<file path="config.mk">
export PLATFORM = sky130hd
export DESIGN_NAME = sbus_initiator_flat
export DESIGN_NICKNAME = d
export VERILOG_FILES = /design/src/rtl/sbus_initiator_if.sv /design/src/rtl/sbus_initiator.sv /design/src/flat_wrapper.sv
export SDC_FILE = /design/constraint.sdc
export NUM_CORES = 1
export LEC_CHECK = 0
export CELL_PAD_IN_SITES_DETAIL_PLACEMENT = 0
export CELL_PAD_IN_SITES_GLOBAL_PLACEMENT = 1
export CORE_MARGIN = 1
export CORE_UTILIZATION = 33
export CTS_CLUSTER_DIAMETER = 120
export DETAILED_ROUTE_END_ITERATION = 16
export PLACE_DENSITY_LB_ADDON = 0.15
export SKIP_CTS_REPAIR_TIMING = 1
export SLEW_MARGIN = 30
export SYNTH_ARGS = -nofsm -noshare
export SYNTH_HDL_FRONTEND = slang
export SYNTH_SLANG_ARGS = --single-unit
</file>
<file path="constraint.sdc">
create_clock -name clk -period 4.1 [get_ports clk]
set_clock_uncertainty 0.15 [all_clocks]
set_input_delay 0.41 -clock clk [delete_from_list [all_inputs] [get_ports clk]]
set_output_delay 0.41 -clock clk [all_outputs]
set_load 0.02 [all_outputs]
</file>
<file path="src/rtl/sbus_initiator_if.sv">
// sbus_initiator_if: groups the command, response and peripheral-bus signals
// of the simple valid/ready bus initiator.
//   master : initiator view (drives cmd_ready, rsp_*, busy, valid/addr/wdata/wstrb)
//   slave  : environment view (command source, response sink, bus responder)
interface sbus_initiator_if #(
  parameter int unsigned DW    = 32,
  parameter int unsigned AW    = 32,
  parameter int unsigned LEN_W = 8
);
  // command channel
  logic             cmd_valid;
  logic             cmd_ready;
  logic             cmd_write;
  logic [AW-1:0]    cmd_addr;
  logic [DW-1:0]    cmd_wdata;
  logic [DW/8-1:0]  cmd_wstrb;
  logic [LEN_W-1:0] cmd_len;
  // response channel
  logic             rsp_valid;
  logic             rsp_ready;
  logic [DW-1:0]    rsp_rdata;
  logic             rsp_err;
  logic             rsp_last;
  logic             busy;
  // peripheral bus
  logic             valid;
  logic [AW-1:0]    addr;
  logic [DW-1:0]    wdata;
  logic [DW/8-1:0]  wstrb;
  logic             ready;
  logic [DW-1:0]    rdata;

  modport master (
    input  cmd_valid, cmd_write, cmd_addr, cmd_wdata, cmd_wstrb, cmd_len,
           rsp_ready, ready, rdata,
    output cmd_ready, rsp_valid, rsp_rdata, rsp_err, rsp_last, busy,
           valid, addr, wdata, wstrb
  );

  modport slave (
    output cmd_valid, cmd_write, cmd_addr, cmd_wdata, cmd_wstrb, cmd_len,
           rsp_ready, ready, rdata,
    input  cmd_ready, rsp_valid, rsp_rdata, rsp_err, rsp_last, busy,
           valid, addr, wdata, wstrb
  );
endinterface

</file>
<file path="src/rtl/sbus_initiator.sv">
// sbus_initiator: bus master for the simple valid/ready peripheral bus.
// Accepts single or burst read/write commands, runs one bus access per beat,
// waits for the responder's one-cycle ready pulse and returns each beat on
// the response channel. A per-beat timeout aborts the burst if no ready comes.
// Ports:
//   clk   : clock
//   reset : synchronous, active-high reset
//   bus   : sbus_initiator_if.master (command, response and bus signals)
module sbus_initiator #(
  parameter int unsigned DW        = 32,
  parameter int unsigned AW        = 32,
  parameter int unsigned LEN_W     = 8,
  parameter int unsigned ADDR_STEP = 4,
  parameter int unsigned TIMEOUT   = 255
) (
  input  logic               clk,
  input  logic               reset,
  sbus_initiator_if.master   bus
);

  localparam int unsigned TW = (TIMEOUT < 2) ? 1 : $clog2(TIMEOUT + 1);

  typedef enum logic [1:0] {
    S_IDLE,
    S_ACCESS,
    S_RESP
  } state_t;

  state_t           r_state;
  logic             r_valid;
  logic [AW-1:0]    r_addr;
  logic [DW-1:0]    r_wdata;
  logic [DW/8-1:0]  r_wstrb;
  logic [LEN_W-1:0] r_beats_left;
  logic [TW-1:0]    r_timer;
  logic             r_rsp_valid;
  logic [DW-1:0]    r_rsp_rdata;
  logic             r_rsp_err;
  logic             r_rsp_last;

  logic [TW-1:0]    w_timer_inc;
  logic             w_timeout;

  // The timer holds the number of ACCESS cycles already completed, so the
  // abort fires at the edge ending the TIMEOUT-th cycle with valid high.
  always_comb begin
    w_timer_inc = r_timer + TW'(1);
    w_timeout   = (TIMEOUT != 0) && (w_timer_inc == TW'(TIMEOUT));
  end

  always_ff @(posedge clk) begin
    if (reset) begin
      r_state      <= S_IDLE;
      r_valid      <= 1'b0;
      r_addr       <= '0;
      r_wdata      <= '0;
      r_wstrb      <= '0;
      r_beats_left <= '0;
      r_timer      <= '0;
      r_rsp_valid  <= 1'b0;
      r_rsp_rdata  <= '0;
      r_rsp_err    <= 1'b0;
      r_rsp_last   <= 1'b0;
    end else begin
      case (r_state)
        S_IDLE: begin
          if (bus.cmd_valid) begin
            r_addr       <= bus.cmd_addr;
            r_wdata      <= bus.cmd_wdata;
            r_wstrb      <= bus.cmd_write ? bus.cmd_wstrb : '0;
            r_beats_left <= bus.cmd_len;
            r_timer      <= '0;
            r_valid      <= 1'b1;
            r_state      <= S_ACCESS;
          end
        end
        S_ACCESS: begin
          // ready takes priority over a timeout expiring in the same cycle
          if (bus.ready) begin
            r_valid     <= 1'b0;
            r_rsp_valid <= 1'b1;
            r_rsp_rdata <= bus.rdata;
            r_rsp_err   <= 1'b0;
            r_rsp_last  <= (r_beats_left == '0);
            r_state     <= S_RESP;
          end else if (w_timeout) begin
            r_valid     <= 1'b0;
            r_rsp_valid <= 1'b1;
            r_rsp_rdata <= '0;
            r_rsp_err   <= 1'b1;
            r_rsp_last  <= 1'b1;
            r_state     <= S_RESP;
          end else begin
            r_timer <= w_timer_inc;
          end
        end
        S_RESP: begin
          if (bus.rsp_ready) begin
            r_rsp_valid <= 1'b0;
            if (r_rsp_last) begin
              r_state <= S_IDLE;
            end else begin
              r_beats_left <= r_beats_left - LEN_W'(1);
              r_addr       <= r_addr + AW'(ADDR_STEP);
              r_timer      <= '0;
              r_valid      <= 1'b1;
              r_state      <= S_ACCESS;
            end
          end
        end
        default: r_state <= S_IDLE;
      endcase
    end
  end

  assign bus.cmd_ready = (r_state == S_IDLE);
  assign bus.busy      = (r_state != S_IDLE);
  assign bus.valid     = r_valid;
  assign bus.addr      = r_addr;
  assign bus.wdata     = r_wdata;
  assign bus.wstrb     = r_wstrb;
  assign bus.rsp_valid = r_rsp_valid;
  assign bus.rsp_rdata = r_rsp_rdata;
  assign bus.rsp_err   = r_rsp_err;
  assign bus.rsp_last  = r_rsp_last;

endmodule

</file>
<file path="src/flat_wrapper.sv">
// flat-port wrapper written by rule: the top's interface ports become plain ports
module sbus_initiator_flat 
#(
  parameter int unsigned DW        = 32,
  parameter int unsigned AW        = 32,
  parameter int unsigned LEN_W     = 8,
  parameter int unsigned ADDR_STEP = 4,
  parameter int unsigned TIMEOUT   = 255
)
  (clk, reset, bus_cmd_valid, bus_cmd_write, bus_cmd_addr, bus_cmd_wdata, bus_cmd_wstrb, bus_cmd_len, bus_rsp_ready, bus_ready, bus_rdata, bus_cmd_ready, bus_rsp_valid, bus_rsp_rdata, bus_rsp_err, bus_rsp_last, bus_busy, bus_valid, bus_addr, bus_wdata, bus_wstrb);
  sbus_initiator_if #(.DW(DW), .AW(AW), .LEN_W(LEN_W)) bus_i ();
  input  logic clk;
  input  logic reset;
  input wire logic [$bits(bus_i.cmd_valid)-1:0] bus_cmd_valid;
  input wire logic [$bits(bus_i.cmd_write)-1:0] bus_cmd_write;
  input wire logic [$bits(bus_i.cmd_addr)-1:0] bus_cmd_addr;
  input wire logic [$bits(bus_i.cmd_wdata)-1:0] bus_cmd_wdata;
  input wire logic [$bits(bus_i.cmd_wstrb)-1:0] bus_cmd_wstrb;
  input wire logic [$bits(bus_i.cmd_len)-1:0] bus_cmd_len;
  input wire logic [$bits(bus_i.rsp_ready)-1:0] bus_rsp_ready;
  input wire logic [$bits(bus_i.ready)-1:0] bus_ready;
  input wire logic [$bits(bus_i.rdata)-1:0] bus_rdata;
  output wire logic [$bits(bus_i.cmd_ready)-1:0] bus_cmd_ready;
  output wire logic [$bits(bus_i.rsp_valid)-1:0] bus_rsp_valid;
  output wire logic [$bits(bus_i.rsp_rdata)-1:0] bus_rsp_rdata;
  output wire logic [$bits(bus_i.rsp_err)-1:0] bus_rsp_err;
  output wire logic [$bits(bus_i.rsp_last)-1:0] bus_rsp_last;
  output wire logic [$bits(bus_i.busy)-1:0] bus_busy;
  output wire logic [$bits(bus_i.valid)-1:0] bus_valid;
  output wire logic [$bits(bus_i.addr)-1:0] bus_addr;
  output wire logic [$bits(bus_i.wdata)-1:0] bus_wdata;
  output wire logic [$bits(bus_i.wstrb)-1:0] bus_wstrb;
  assign bus_i.cmd_valid = bus_cmd_valid;
  assign bus_i.cmd_write = bus_cmd_write;
  assign bus_i.cmd_addr = bus_cmd_addr;
  assign bus_i.cmd_wdata = bus_cmd_wdata;
  assign bus_i.cmd_wstrb = bus_cmd_wstrb;
  assign bus_i.cmd_len = bus_cmd_len;
  assign bus_i.rsp_ready = bus_rsp_ready;
  assign bus_i.ready = bus_ready;
  assign bus_i.rdata = bus_rdata;
  assign bus_cmd_ready = bus_i.cmd_ready;
  assign bus_rsp_valid = bus_i.rsp_valid;
  assign bus_rsp_rdata = bus_i.rsp_rdata;
  assign bus_rsp_err = bus_i.rsp_err;
  assign bus_rsp_last = bus_i.rsp_last;
  assign bus_busy = bus_i.busy;
  assign bus_valid = bus_i.valid;
  assign bus_addr = bus_i.addr;
  assign bus_wdata = bus_i.wdata;
  assign bus_wstrb = bus_i.wstrb;
  sbus_initiator #(.DW(DW), .AW(AW), .LEN_W(LEN_W), .ADDR_STEP(ADDR_STEP), .TIMEOUT(TIMEOUT)) u_core (.clk(clk), .reset(reset), .bus(bus_i));
endmodule
</file>
==> results of run 1 <==
## state kept, by name, summed over array words and instances, names as in the netlist
name	count
u_core.bus.addr	32
u_core.r_beats_left	8
u_core.r_state	2
u_core.bus.wstrb	4
u_core.bus.valid	1
u_core.bus.rsp_err	1
u_core.bus.rsp_valid	1
u_core.bus.rsp_last	1
u_core.bus.wdata	32
u_core.bus.rsp_rdata	32
u_core.r_timer	8
## worst reg2reg max path, cell delays in order (launching register included)
cell	delay, ps
dfxtp_1	450
buf_4	260
nor2_1	270
and2_1	750
buf_4	410
a211oi_1	80
a211oi_1	220
## metrics by stage
step,std cells,utilization [%]
after detailed placement,1017,49.2
after CTS,1049,53.1
final,1049,53.1
after floorplan,624,-
after global routing,1049,53.1
after global placement,1017,49.2
## power breakdown
group | total (mW) | internal (mW) | switching, mW
registers | 1.34 | 1.27 | 0.0726
clock network | 1.52 | 0.958 | 0.566
logic | 0.629 | 0.312 | 0.317
total | 3.50 | 2.54 | 0.956
## cell type report
type	count	area, um2
Tap cell	211	264
Timing Repair Buffer	227	2250
Fill cell	1439	7180
Clock inverter	14	174
Clock buffer	18	429
Sequential cell	122	2440
Multi-Input combinational cell	447	2540
Inverter	10	37.5
## layer usage
layer,global-route usage (%),wire length (um),vias up
met5,0,0,-
met4,8.44,246,0
met3,5.59,1090,20
met2,34.9,8160,181
met1,24.6,7270,2522
li1,-,-,2642
## cell families (layout without fill, tap and decap cells)
group | count (synthesis) | after routing
xor gates and xnor gates | 6 | 6
DFF | 122 | 122
AOI/OAI and AO/OA | 191 | 191
adders and majority gates | 5 | 5
muxes | 2 | 2
and+or+nand+nor | 243 | 243
buffers and inverters | 55 | 269
## how the worst max path moves through the flow
| stage | startpoint | endpoint | slack [ps] |
|---|---|---|---|
| 2_1_floorplan | u_core.bus.addr[2]$_SDFFE_PP0P_ | u_core.bus.addr[26]$_SDFFE_PP0P_ | 1980 |
| 4_1_cts | u_core.r_state[1]$_SDFFE_PP0P_ | u_core.bus.addr[27]$_SDFFE_PP0P_ | 1410 |
| 6_report | u_core.r_state[1]$_SDFFE_PP0P_ | bus_busy | 1430 |
| 3_3_place_gp | bus_rsp_ready | u_core.bus.addr[25]$_SDFFE_PP0P_ | 1470 |
| 3_5_place_dp | bus_rsp_ready | u_core.bus.addr[26]$_SDFFE_PP0P_ | 1330 |
| 5_1_grt | u_core.r_state[1]$_SDFFE_PP0P_ | u_core.bus.addr[27]$_SDFFE_PP0P_ | 1130 |
## synthesized netlist by cell type (all sizes together), types with 3 or more instances
cell	count	area (um2)
a31oi	4	25.0
and2	8	50.1
nand4	5	31.3
o32ai	6	52.6
clkbuf	34	128
nand3	22	110
o21a	3	22.5
nand2	108	405
a22o	32	280
dfxtp	122	2440
a21oi	71	355
nor3	14	70.1
nand4b	3	26.3
o2bb2ai	4	35.0
o21ai	17	85.1
buf	11	86.3
a211oi	22	165
nor2	51	191
ha	5	62.6
nor2b	4	25.0
a21o	4	31.3
nor4	9	56.3
or3	3	18.8
o22ai	5	31.3
nand2b	3	18.8
inv	10	37.5
xnor2	4	35.0
or2	3	18.8
o221ai	3	26.3
a311oi	5	43.8
and3	5	31.3
==> flow_metrics.tcl, run 1 <==
set metrics [dict create \
    run_status "completed" \
    setup_slack_ps 1430 \
    final_common_cell "clkdlybuf4s50_1" \
    p_leak_nw 2.92 \
    cp_num_buf_inv 3 \
    cts_sinks 122 \
    syn_area_um2 5230 \
    grt_pass1_vias 5200 \
    synthMuxAreaShare_pct 0.383 \
    finalHoldViolCount 0 \
    synth-warning-count 0 \
    synth_top_family_by_area "compound AO/OA/AOI/OAI gates" \
    setup_violations 0 \
    gp_congestion 0.784 \
    num_antenna_cells 0 \
    synth_seq_cells 122 \
    rsz0062_at_grt "false" \
    die_h_um 128 \
    place_ws_ps 1330 \
    reg2regPathDepth 6 \
    min_period_over_period_pct 65.2 \
    synth_compound_area_share_pct 25.0 \
    vias 5365 \
    cts-buffers-inserted 17 \
    worstHoldStart "u_core.bus.wstrb[2]$_SDFFE_PP0P_" \
    crit_required_ps 3540 \
    die_x_um 128 \
    async_reset_ff_share_pct 0 \
    cp.arrival_ps 2110 \
    peakVddDrop_uv 290 \
    period_minus_slack_ps 2670 \
    slew_headroom_pct 42.2 \
    antenna_found_initial 0 \
    cp-start-kind "flop" \
    postSynthCellCount 624 \
    p_per_area_nw_per_um2 429 \
    r2r-end "u_core.bus.addr[28]$_SDFFE_PP0P_" \
    crit_cells 4 \
    slowest_stage "clkdlybuf4s50_1" \
    syn_nets 743 \
    ant_nets 0 \
    totalWireLength_um 16800 \
    drive_gt1_share_pct 6.32 \
    yosys.area_share.adder_pct 1.20 \
    synthFlopType "dfxtp_1" \
    cts_tree "yes" \
    cts.path.max_buffers 2 \
    grt_max_degree 49 \
    fmax_ghz 0.374 \
    drc 0 \
    clk_pin_slew_worst_paths_ps 60 \
    initial_core_util_pct 34.1 \
    hold_depth 2 \
    min_to "u_core.bus.wstrb[2]$_SDFFE_PP0P_" \
    gr-usage-all-layers_pct 20.6 \
    fp.coreArea_um2 15300 \
    crit_fanout 13 \
    setup_tns_ps 0 \
    die_area_um2 16300 \
    timing.rr.start "u_core.r_state[1]$_SDFFE_PP0P_" \
    hold_class "reg2reg" \
    postLayoutCellArea_um2 8140 \
    slowest_delay_ps 620 \
    ys_seq_area_share_pct 46.7 \
    synth_xor_area_share_pct 1.01 \
    rrSetupSlack_ps 1430 \
    overflow 0 \
    yosys.area_share.simple_pct 20.9 \
    dp_hpwl_um 11800 \
    cts_root_buffer "clkbuf_16" \
    nets 944 \
    drtPass1Iterations 4 \
    rows 45 \
    avgSynthCellArea_um2 8.37 \
    drt-vias-per-instance 5.11 \
    syn_to_final_growth_pct 55.7 \
    total_power_mw 3.50 \
    holdWs_ps 298 \
    dpl_cell_area_um2 7530 \
    port_buffers 219 \
    pin_count 220 \
    wl_per_cell_um 16.0 \
    ys_types 53 \
    grt_pass1_wl_um 26300 \
    drt_first_iter_violations 246 \
    slew_viol_final 0 \
    synth-edff-count 0 \
    layout_common_cells "clkdlybuf4s50_1 (218), dfxtp_1 (122), nand2_1 (107), a21oi_1 (71), nor2_1 (49)" \
    path_cells "buf_4, nor2_1, inv_1, clkdlybuf4s50_1" \
    worst_slew_pin_slew_ps 868 \
    ctsHtreeMaxLevel 4 \
    crit_family "buffers and inverters" \
    clk_latency_ps 420 \
    worst_setup_path_end_kind "output port" \
    cap_violations 0 \
    crit_type "reg2out" \
]
(Power assumes the default switching activity.)
==> run 2, diff against run 1 <==
--- a/config.mk
+++ b/config.mk
@@ -8,7 +8,7 @@
 export CELL_PAD_IN_SITES_DETAIL_PLACEMENT = 0
 export CELL_PAD_IN_SITES_GLOBAL_PLACEMENT = 1
 export CORE_MARGIN = 1
-export CORE_UTILIZATION = 33
+export CORE_UTILIZATION = 30
 export CTS_CLUSTER_DIAMETER = 120
 export DETAILED_ROUTE_END_ITERATION = 16
 export PLACE_DENSITY_LB_ADDON = 0.15
==> constraint.sdc (replaced) <==
create_clock -name clk -period 2.5 [get_ports clk]
set_clock_uncertainty 0.15 [all_clocks]
set_input_delay 0.25 -clock clk [delete_from_list [all_inputs] [get_ports clk]]
set_output_delay 0.25 -clock clk [all_outputs]
set_load 0.02 [all_outputs]
==> run 2 against run 1 <==
Effect of this change: die area grew 9.8%; the run now ends with negative hold slack left; total power grew 67%; hold slack lost 300 ps.
==> flow_metrics.tcl, run 2 (synthesis results as in run 1) <==
set metrics [dict create \
    final_util_pct 49.2 \
    clk_pin_slew_worst_paths_ps 60 \
    final.fill_count 1625 \
    cts_root_buffer "clkbuf_16" \
    rows 47 \
    final_common_cell "clkdlybuf4s50_1" \
    antenna_found_initial 0 \
    cts-buffers-inserted 17 \
    dpl_cell_area_um2 7650 \
    ctsHtreeMaxLevel 4 \
    postLayoutCellArea_um2 8270 \
    setup_tns_ps 0 \
    nets 957 \
    crit_fanout 8 \
    die_area_um2 17900 \
    hold_class "in2reg" \
    dp_hpwl_um 12300 \
    gp_congestion 0.801 \
    min_period_over_period_pct 89.5 \
    rsz0062_at_grt "false" \
    crit_type "reg2out" \
    cp.arrival_ps 1840 \
    fmax_ghz 0.447 \
    p_leak_nw 2.98 \
    reg2regPathDepth 7 \
    ant_nets 0 \
    clk_latency_ps 420 \
    initial_core_util_pct 31.1 \
    worst_setup_path_end_kind "output port" \
    die_x_um 134 \
    crit_end "bus_cmd_ready" \
    port_buffers 219 \
    slew_headroom_pct 64.9 \
    p_per_area_nw_per_um2 705 \
    cts.path.max_buffers 2 \
    top_layer "met4" \
    gr-usage-all-layers_pct 19.6 \
    wl_per_cell_um 16.2 \
    drt-vias-per-instance 5.05 \
    dr_wl_met2_um 8180 \
    met1_length_um 7350 \
    cap_violations 0 \
    r2r-end "u_core.bus.rsp_rdata[2]$_SDFFE_PP0P_" \
    crit_required_ps 2100 \
    slew_viol_final 0 \
    drt_first_iter_violations 317 \
    layout_common_cells "clkdlybuf4s50_1 (218), dfxtp_1 (122), nand2_1 (107), a21oi_1 (71), nor2_1 (49)" \
    met3_length_um 1510 \
    timing.rr.start "u_core.r_timer[0]$_SDFFE_PP0P_" \
    fp.coreArea_um2 16800 \
    total_power_mw 5.83 \
    critPathLaunch "u_core.r_state[0]$_SDFFE_PP0P_" \
    violations "negative hold slack" \
    period_minus_slack_ps 2240 \
    drtPass1Iterations 6 \
    run_status "finished, violations left" \
    grt_pass1_vias 5190 \
    pin_count 220 \
    grt_pass1_wl_um 27400 \
    cts_sinks 122 \
    worstHoldStart "reset" \
    syn_to_final_growth_pct 58.3 \
    cp-start-kind "flop" \
    peakVddDrop_uv 497 \
    totalWireLength_um 17300 \
    grt_max_degree 49 \
    setup_violations 0 \
    vias 5412 \
    holdWs_ps -5.77 \
    num_antenna_cells 0 \
    die_h_um 134 \
    finalHoldViolCount 1 \
    worst_slew_pin_slew_ps 521 \
    drc 0 \
    cts_tree "yes" \
    drive_gt1_share_pct 7.76 \
    rrSetupSlack_ps 310 \
    overflow 0 \
]
## run 2: stage by stage
| stage | std cells | setup WS [ps] |
|---|---|---|
| 6_report | 1071 | 262 |
| 5_1_grt | 1071 | 100 |
| 4_1_cts | 1071 | 263 |
| 3_5_place_dp | 1039 | 212 |
| 3_3_place_gp | 1039 | 234 |
| 2_1_floorplan | 624 | 381 |
## run 2: layer usage
metal / track usage [%] / up-vias
li1: - / 2671
met1: 23.6 / 2537
met2: 31.7 / 184
met3: 7.67 / 20
met4: 6.25 / 0
met5: 0 / -
## run 2: critical path: stages (launching register included)
cell,delay [ps]
dfxtp_1,390
nor2_1,350
clkdlybuf4s50_1,680
## run 2: where the power goes
part / switching, mW / internal (mW) / leakage, nW
Sequential: 0.116 / 2.08 / 1.00
Combinational: 0.529 / 0.531 / 1.69
Clock: 0.990 / 1.59 / 0.293
Total: 1.63 / 4.20 / 2.98
## run 2: final cells by class
cell class,instances,area (um2),area share (%)
repair buffers,240,2360,28.5
flip-flops and latches,122,2440,29.5
clock buffers,17,425,5.14
well taps,220,275,3.33
multi-input cells,447,2540,30.7
clock inverters,15,190,2.30
inverters,10,37.5,0.454
## run 2: how the worst min path moves through the flow
| stage | slack, ps | end | depth (start not counted) |
|---|---|---|---|
| after floorplan | 200 | u_core.bus.rsp_err$_SDFFE_PP0P_ | 1 |
| after global placement | 290 | u_core.bus.wstrb[1]$_SDFFE_PP0P_ | 2 |
| after detailed placement | 300 | u_core.bus.wdata[27]$_SDFFE_PP0P_ | 2 |
| after CTS | -20 | u_core.bus.rsp_err$_SDFFE_PP0P_ | 2 |
| after global routing | 10 | u_core.bus.rsp_err$_SDFFE_PP0P_ | 2 |
| final | -6 | u_core.bus.rsp_err$_SDFFE_PP0P_ | 2 |
